`config.mk`:
```
export PLATFORM = sky130hd
export DESIGN_NAME = fir_sample_source
export DESIGN_NICKNAME = d
export VERILOG_FILES = /design/src/rtl/fir_sample_source.sv
export SDC_FILE = /design/constraint.sdc
export NUM_CORES = 1
export LEC_CHECK = 0
export ABC_AREA = 1
export BUFFER_PORTS_ARGS = -buffer_cell sky130_fd_sc_hd__buf_2
export CELL_PAD_IN_SITES_DETAIL_PLACEMENT = 2
export CELL_PAD_IN_SITES_GLOBAL_PLACEMENT = 2
export CORE_ASPECT_RATIO = 1.25
export CORE_MARGIN = 8
export CORE_UTILIZATION = 37
export CTS_CLUSTER_DIAMETER = 120
export DETAILED_ROUTE_END_ITERATION = 16
export PLACE_DENSITY = 0.79
export SLEW_MARGIN = 30
export SYNTH_ARGS = -nofsm -noshare
export SYNTH_HDL_FRONTEND = slang
export SYNTH_SLANG_ARGS = --single-unit
```
`constraint.sdc`:
```
create_clock -name i_clk -period 1.8 [get_ports i_clk]
set_input_delay 0.09 -clock i_clk [delete_from_list [all_inputs] [get_ports i_clk]]
set_output_delay 0.09 -clock i_clk [all_outputs]
set_load 0.02 [all_outputs]
```
`src/rtl/fir_sample_source.sv`:
```
// ---------------------------------------------------------------------------
// fir_sample_source : programmable sample store played out one per clock,
// framed by zero lead-in and zero tail. Optional feature macro: SRC_LOOP_EN.
// Revision: 1.0
// ---------------------------------------------------------------------------
`default_nettype none

module fir_sample_source #(
  parameter int SAMPLE_W   = 3,
  parameter int DEPTH      = 16,
  parameter int LEAD_ZEROS = 8,
  parameter int TAIL_ZEROS = 5
) (
  input  logic                      i_clk,
  input  logic                      i_rst,
  input  logic                      i_wr_en,
  input  logic [$clog2(DEPTH)-1:0]  i_wr_addr,
  input  logic [SAMPLE_W-1:0]       i_wr_data,
  input  logic [$clog2(DEPTH):0]    i_len,
  input  logic                      i_start,
  input  logic                      i_hold,
`ifdef SRC_LOOP_EN
  input  logic                      i_loop,
`endif
  output logic [SAMPLE_W-1:0]       o_signal,
  output logic                      o_valid,
  output logic                      o_busy,
  output logic                      o_done,
  output logic [$clog2(DEPTH)-1:0]  o_index
);

  localparam int ADDR_W  = $clog2(DEPTH);
  localparam int CNT_MAX = (LEAD_ZEROS > TAIL_ZEROS) ? LEAD_ZEROS : TAIL_ZEROS;
  localparam int CNT_W   = (CNT_MAX < 2) ? 1 : $clog2(CNT_MAX);
  localparam logic [CNT_W-1:0]  c_lead_last = CNT_W'((LEAD_ZEROS > 0) ? LEAD_ZEROS - 1 : 0);
  localparam logic [CNT_W-1:0]  c_tail_last = CNT_W'((TAIL_ZEROS > 0) ? TAIL_ZEROS - 1 : 0);
  localparam logic [ADDR_W:0]   c_depth     = (ADDR_W + 1)'(DEPTH);
  localparam logic [ADDR_W-1:0] c_max_idx   = ADDR_W'(DEPTH - 1);

  // S_ARM is the one-cycle prefetch slot between start acceptance and the first output
  typedef enum logic [2:0] {
    S_IDLE = 3'd0,
    S_ARM  = 3'd1,
    S_LEAD = 3'd2,
    S_PLAY = 3'd3,
    S_TAIL = 3'd4,
    S_DONE = 3'd5
  } state_t;

  state_t                r_state, w_state_nx;
  logic [CNT_W-1:0]      r_cnt, w_cnt_nx;
  logic [ADDR_W-1:0]     r_idx, w_idx_nx;
  logic [ADDR_W-1:0]     r_last, w_last_nx;
  logic [SAMPLE_W-1:0]   r_sig, w_sig_nx;
  logic                  r_valid, w_valid_nx;
  logic                  r_busy, w_busy_nx;
  logic                  r_done, w_done_nx;
  logic [SAMPLE_W-1:0]   r_mem [DEPTH];
  logic                  w_loop;

`ifdef SRC_LOOP_EN
  assign w_loop = i_loop;
`else
  assign w_loop = 1'b0;
`endif

  always_ff @(posedge i_clk) begin
    if (!i_rst && i_wr_en && (r_state == S_IDLE)) begin
      r_mem[i_wr_addr] <= i_wr_data;
    end
  end

  always_ff @(posedge i_clk) begin
    if (i_rst) begin
      r_state <= S_IDLE;
      r_cnt   <= '0;
      r_idx   <= '0;
      r_last  <= '0;
      r_sig   <= '0;
      r_valid <= 1'b0;
      r_busy  <= 1'b0;
      r_done  <= 1'b0;
    end else begin
      r_state <= w_state_nx;
      r_cnt   <= w_cnt_nx;
      r_idx   <= w_idx_nx;
      r_last  <= w_last_nx;
      r_sig   <= w_sig_nx;
      r_valid <= w_valid_nx;
      r_busy  <= w_busy_nx;
      r_done  <= w_done_nx;
    end
  end

  // Registers hold the outputs of the current cycle; this block computes the next ones
  always_comb begin
    w_state_nx = r_state;
    w_cnt_nx   = r_cnt;
    w_idx_nx   = r_idx;
    w_last_nx  = r_last;
    w_sig_nx   = r_sig;
    w_valid_nx = 1'b0;
    w_busy_nx  = r_busy;
    w_done_nx  = 1'b0;
    case (r_state)
      S_IDLE: begin
        w_sig_nx  = '0;
        w_idx_nx  = '0;
        w_cnt_nx  = '0;
        w_busy_nx = 1'b0;
        if (i_start && (i_len != '0)) begin
          w_last_nx  = (i_len > c_depth) ? c_max_idx : ADDR_W'(i_len - 1'b1);
          w_state_nx = S_ARM;
        end
      end
      S_ARM: begin
        w_valid_nx = 1'b1;
        w_busy_nx  = 1'b1;
        if (LEAD_ZEROS > 0) begin
          w_state_nx = S_LEAD;
        end else begin
          w_state_nx = S_PLAY;
          w_sig_nx   = r_mem[0];
        end
      end
      S_LEAD: begin
        if (!i_hold) begin
          w_valid_nx = 1'b1;
          if (r_cnt == c_lead_last) begin
            w_state_nx = S_PLAY;
            w_cnt_nx   = '0;
            w_idx_nx   = '0;
            w_sig_nx   = r_mem[0];
          end else begin
            w_cnt_nx = r_cnt + 1'b1;
          end
        end
      end
      S_PLAY: begin
        if (!i_hold) begin
          w_valid_nx = 1'b1;
          if (r_idx != r_last) begin
            w_idx_nx = r_idx + 1'b1;
            w_sig_nx = r_mem[r_idx + 1'b1];
          end else if (w_loop) begin
            w_idx_nx = '0;
            w_sig_nx = r_mem[0];
          end else begin
            w_idx_nx = '0;
            w_sig_nx = '0;
            if (TAIL_ZEROS > 0) begin
              w_state_nx = S_TAIL;
            end else begin
              w_state_nx = S_DONE;
              w_valid_nx = 1'b0;
              w_busy_nx  = 1'b0;
              w_done_nx  = 1'b1;
            end
          end
        end
      end
      S_TAIL: begin
        if (!i_hold) begin
          if (r_cnt == c_tail_last) begin
            w_state_nx = S_DONE;
            w_cnt_nx   = '0;
            w_busy_nx  = 1'b0;
            w_done_nx  = 1'b1;
          end else begin
            w_valid_nx = 1'b1;
            w_cnt_nx   = r_cnt + 1'b1;
          end
        end
      end
      S_DONE: begin
        w_state_nx = S_IDLE;
        w_sig_nx   = '0;
        w_busy_nx  = 1'b0;
      end
      default: begin
        w_state_nx = S_IDLE;
        w_sig_nx   = '0;
        w_idx_nx   = '0;
        w_cnt_nx   = '0;
        w_busy_nx  = 1'b0;
      end
    endcase
  end

  assign o_signal = r_sig;
  assign o_valid  = r_valid;
  assign o_busy   = r_busy;
  assign o_done   = r_done;
  assign o_index  = r_idx;

endmodule

`default_nettype wire

```
==> results.py <==
metrics = {
    "yosys": {
        "yosys.area_share.simple_pct": 28.6,
        "syn_area_um2": 3440,
        "synth_seq_cells": 68,
        "synth_top_family_by_area": "simple AND/OR/NAND/NOR gates",
        "yosys_warnings": 0,
        "synth_nets": 421,
        "synth_fa_ha_area_share_pct": 1.82,
        "muxShareOfSynthArea_pct": 0,
        "synth.avg_cell_area_um2": 8.62,
        "synth.distinct_cells": 34,
        "yosysSeqAreaShare_pct": 53.5,
        "synth_compound_area_share_pct": 5.49,
        "synth_xor_area_share_pct": 1.49,
        "syn_inst": 399,
    },
    "worst_setup_path": {
        "critPathBufInv": 2,
        "setup.worst_path.start": "r_state[0]",
        "cpPeakStageDelay_ps": 360,
        "path_delay_family": "simple AND/OR/NAND/NOR gates",
        "rr_endpoint": "r_mem[0][1]",
        "worst-setup-path-type": "reg2reg",
        "cp.required_ps": 1790,
        "cp_num_cells": 7,
        "r2r-start": "r_state[0]",
        "crit_fanout": 4,
        "worstPathArrival_ps": 1690,
        "cp-end-kind": "register",
        "r2r_cells": 7,
        "reg2reg_slack_ps": 100,
        "cp_cell_sequence": "inv_2, nand2_2, nor2_2, nand3_2, inv_2, nand3_2, nor3_2",
        "cp_slowest_cell": "dfxtp_1",
        "cp-endpoint": "r_mem[0][1]",
        "startpoint_type": "register",
    },
    "grt": {
        "gr-usage-met1_pct": 18.0,
        "grt_usage_pct": 17.5,
        "grt_pass1_wl_mm": 16.5,
        "top_usage_layer": "met2",
        "met2_usage_pct": 34.1,
        "grtUsageMet3_pct": 3.19,
        "first_global_vias": 3219,
        "gr-total-overflow": 0,
        "grt_max_degree": 27,
        "antenna_found_initial": 0,
    },
    "clock_tree": {
        "cts_made_buffers": 9,
        "clk_pin_slew_worst_paths_ps": 50,
        "root_buffer": "clkbuf_16",
        "ctsHtreeMaxLevel": 3,
        "tritoncts": "done",
        "cts_buffer_depth": 2,
        "worstSkewPairLatency_ps": 330,
        "post_cts.repair.setup_buffers": 0,
        "cts.sinks": 68,
    },
    "die": {
        "die-area_um2": 12700,
        "fp.dieW_um": 102,
        "rows": 39,
        "start_util_pct": 37.9,
        "die_h_um": 124,
        "io_pins": 27,
        "core_um2": 9080,
    },
    "sta": {
        "finalCritPeriodShare_pct": 94.3,
        "tightest_slew_ps": 386,
        "period_needed_ps": 1700,
        "max_freq_mhz": 589,
        "timing.slew.headroom_pct": 74.1,
        "final.setup.tns_ps": 0,
        "fin_skew_ps": 5.57,
        "finalHoldWorstSlack_ps": 16.0,
        "rsz0062_at_grt": "true",
        "drv_slew": 0,
        "hold_violations": 0,
        "setup_viol": 0,
    },
    "drt": {
        "drcViolationCount": 0,
        "vias": 2784,
        "first_pass_iters": 4,
        "routedWlPerCell_um": 17.6,
        "postRouteAntennaNets": 0,
        "wl_mm": 10.1,
        "vias_per_cell": 4.88,
        "initialDrtViolationCount": 51,
    },
    "power_and_ir_drop": {
        "power.density_nw_per_um2": 1120,
        "peakVddDrop_v": 0.000601,
        "leakage_nw": 1.84,
    },
    "place": {
        "hpwl_mm": 7.59,
        "gp_congestion": 0.783,
        "portBuffers": 26,
        "placed_cells": 554,
    },
    "layout": {
        "fill_cells": 1063,
        "syn_to_final_growth_pct": 18.6,
        "antenna_cells": 0,
        "final_nets": 464,
        "final_cells": 570,
        "drive_above_1_share_pct": 21.3,
    },
    "job": {
        "drv_cap": 0,
    },
    "status": {
        "status": "finished clean",
    },
    "min_path": {
        "hp-class": "in2reg",
    },
}
through the flow:
step           total power, mW  util, %  setup slack (ps)  area, um^2
3_3_place_gp              3.03     41.9             -82.6        3810
6_report                  4.59     45.0               102        4080
4_1_cts                   4.65     44.8              53.0        4070
2_1_floorplan             2.71        -               144        3440
3_5_place_dp              3.08     41.9              -132        3810
5_1_grt                   4.85     45.0             -29.7        4080
flip-flops by register name, indices dropped and copies added, names as in the netlist:
signal	count
r_state	3
r_mem	48
o_valid	1
o_busy	1
o_signal	3
o_index	4
o_done	1
r_cnt	3
r_last	4
worst register-to-register path: stages, from the launching register on:
cell	delay, ps
dfxtp_1	360
inv_2	110
nand2_2	80
nor2_2	130
nand3_2	130
inv_2	110
nand3_2	110
nor3_2	320
cells in the mapped netlist (all sizes together):
cell type	number	area (um^2)
a211oi	1	7.51
a21boi	1	7.51
a21oi	19	103
a31o	1	8.76
buf	7	43.8
clkbuf	1	3.75
dfxtp	20	400
edfxtp	48	1440
ha	5	62.6
inv	70	265
nand2	139	564
nand3	39	220
nand4	1	6.26
nor2	20	139
nor3	8	40.0
nor4	1	6.26
o21ai	11	55.1
o31ai	1	7.51
or2	1	6.26
xnor2	4	42.6
xor2	1	8.76
logic make-up (layout without fill, tap and decap cells):
| group | count (synthesis) | in the layout |
|---|---|---|
| XOR/XNOR | 5 | 5 |
| buffers and inverters | 78 | 126 |
| AND/OR/NAND/NOR | 209 | 209 |
| AO/OA/AOI/OAI | 34 | 34 |
| adder cells (fa/ha/maj) | 5 | 5 |
| flip-flops | 68 | 68 |
layout make-up:
| cell class | count | area (um^2) | area share (%) |
|---|---|---|---|
| tap | 123 | 154 | 3.77 |
| multi-input combinational | 253 | 1300 | 31.9 |
| timing repair buffer | 40 | 260 | 6.38 |
| sequential | 68 | 1840 | 45.2 |
| clock buffer | 13 | 240 | 5.89 |
| clock inverter | 3 | 15.0 | 0.368 |
| inverter | 70 | 268 | 6.56 |
metal layers:
metal  wire (um)  up-vias
li1            -     1361
met1        3990     1375
met2        5720       35
met3         220       13
met4         133        0
met5           0        -
placed cells by master, fill, tap and decap left out, types with 5 or more instances in the layout:
master and count:
buf_2 26, o21ai_0 9, nor3_1 5, ha_1 5
nand3_1 34, inv_1 56, clkbuf_16 9, nand2_4 5
dfxtp_1 19, buf_4 12, a21oi_1 17, nand3_2 5
inv_2 13, edfxtp_1 48, nand2_1 132, nor2_4 5
nor2_1 10
power breakdown:
part	internal, mW	total [mW]	switching [mW]	leakage [nW]
registers	1.79	1.86	0.0773	0.596
clock network	0.926	1.55	0.621	0.127
logic	0.376	1.18	0.803	1.12
what timing repair did:
item,in CTS,in global routing
hold buffers,0,0
gates resized for setup,1,5
setup endpoints to repair,3,24
worst min-delay path by stage:
stage            from    endpoint  slack, ps  cells after the start
2_1_floorplan   i_rst  o_index[1]        160                      1
4_1_cts        i_hold      o_done         10                      2
3_5_place_dp   i_hold      o_done        360                      2
5_1_grt        i_hold      o_done         30                      2
3_3_place_gp   i_hold      o_done        360                      2
6_report       i_hold      o_done         20                      2
Power figures use the tool's default switching activity.
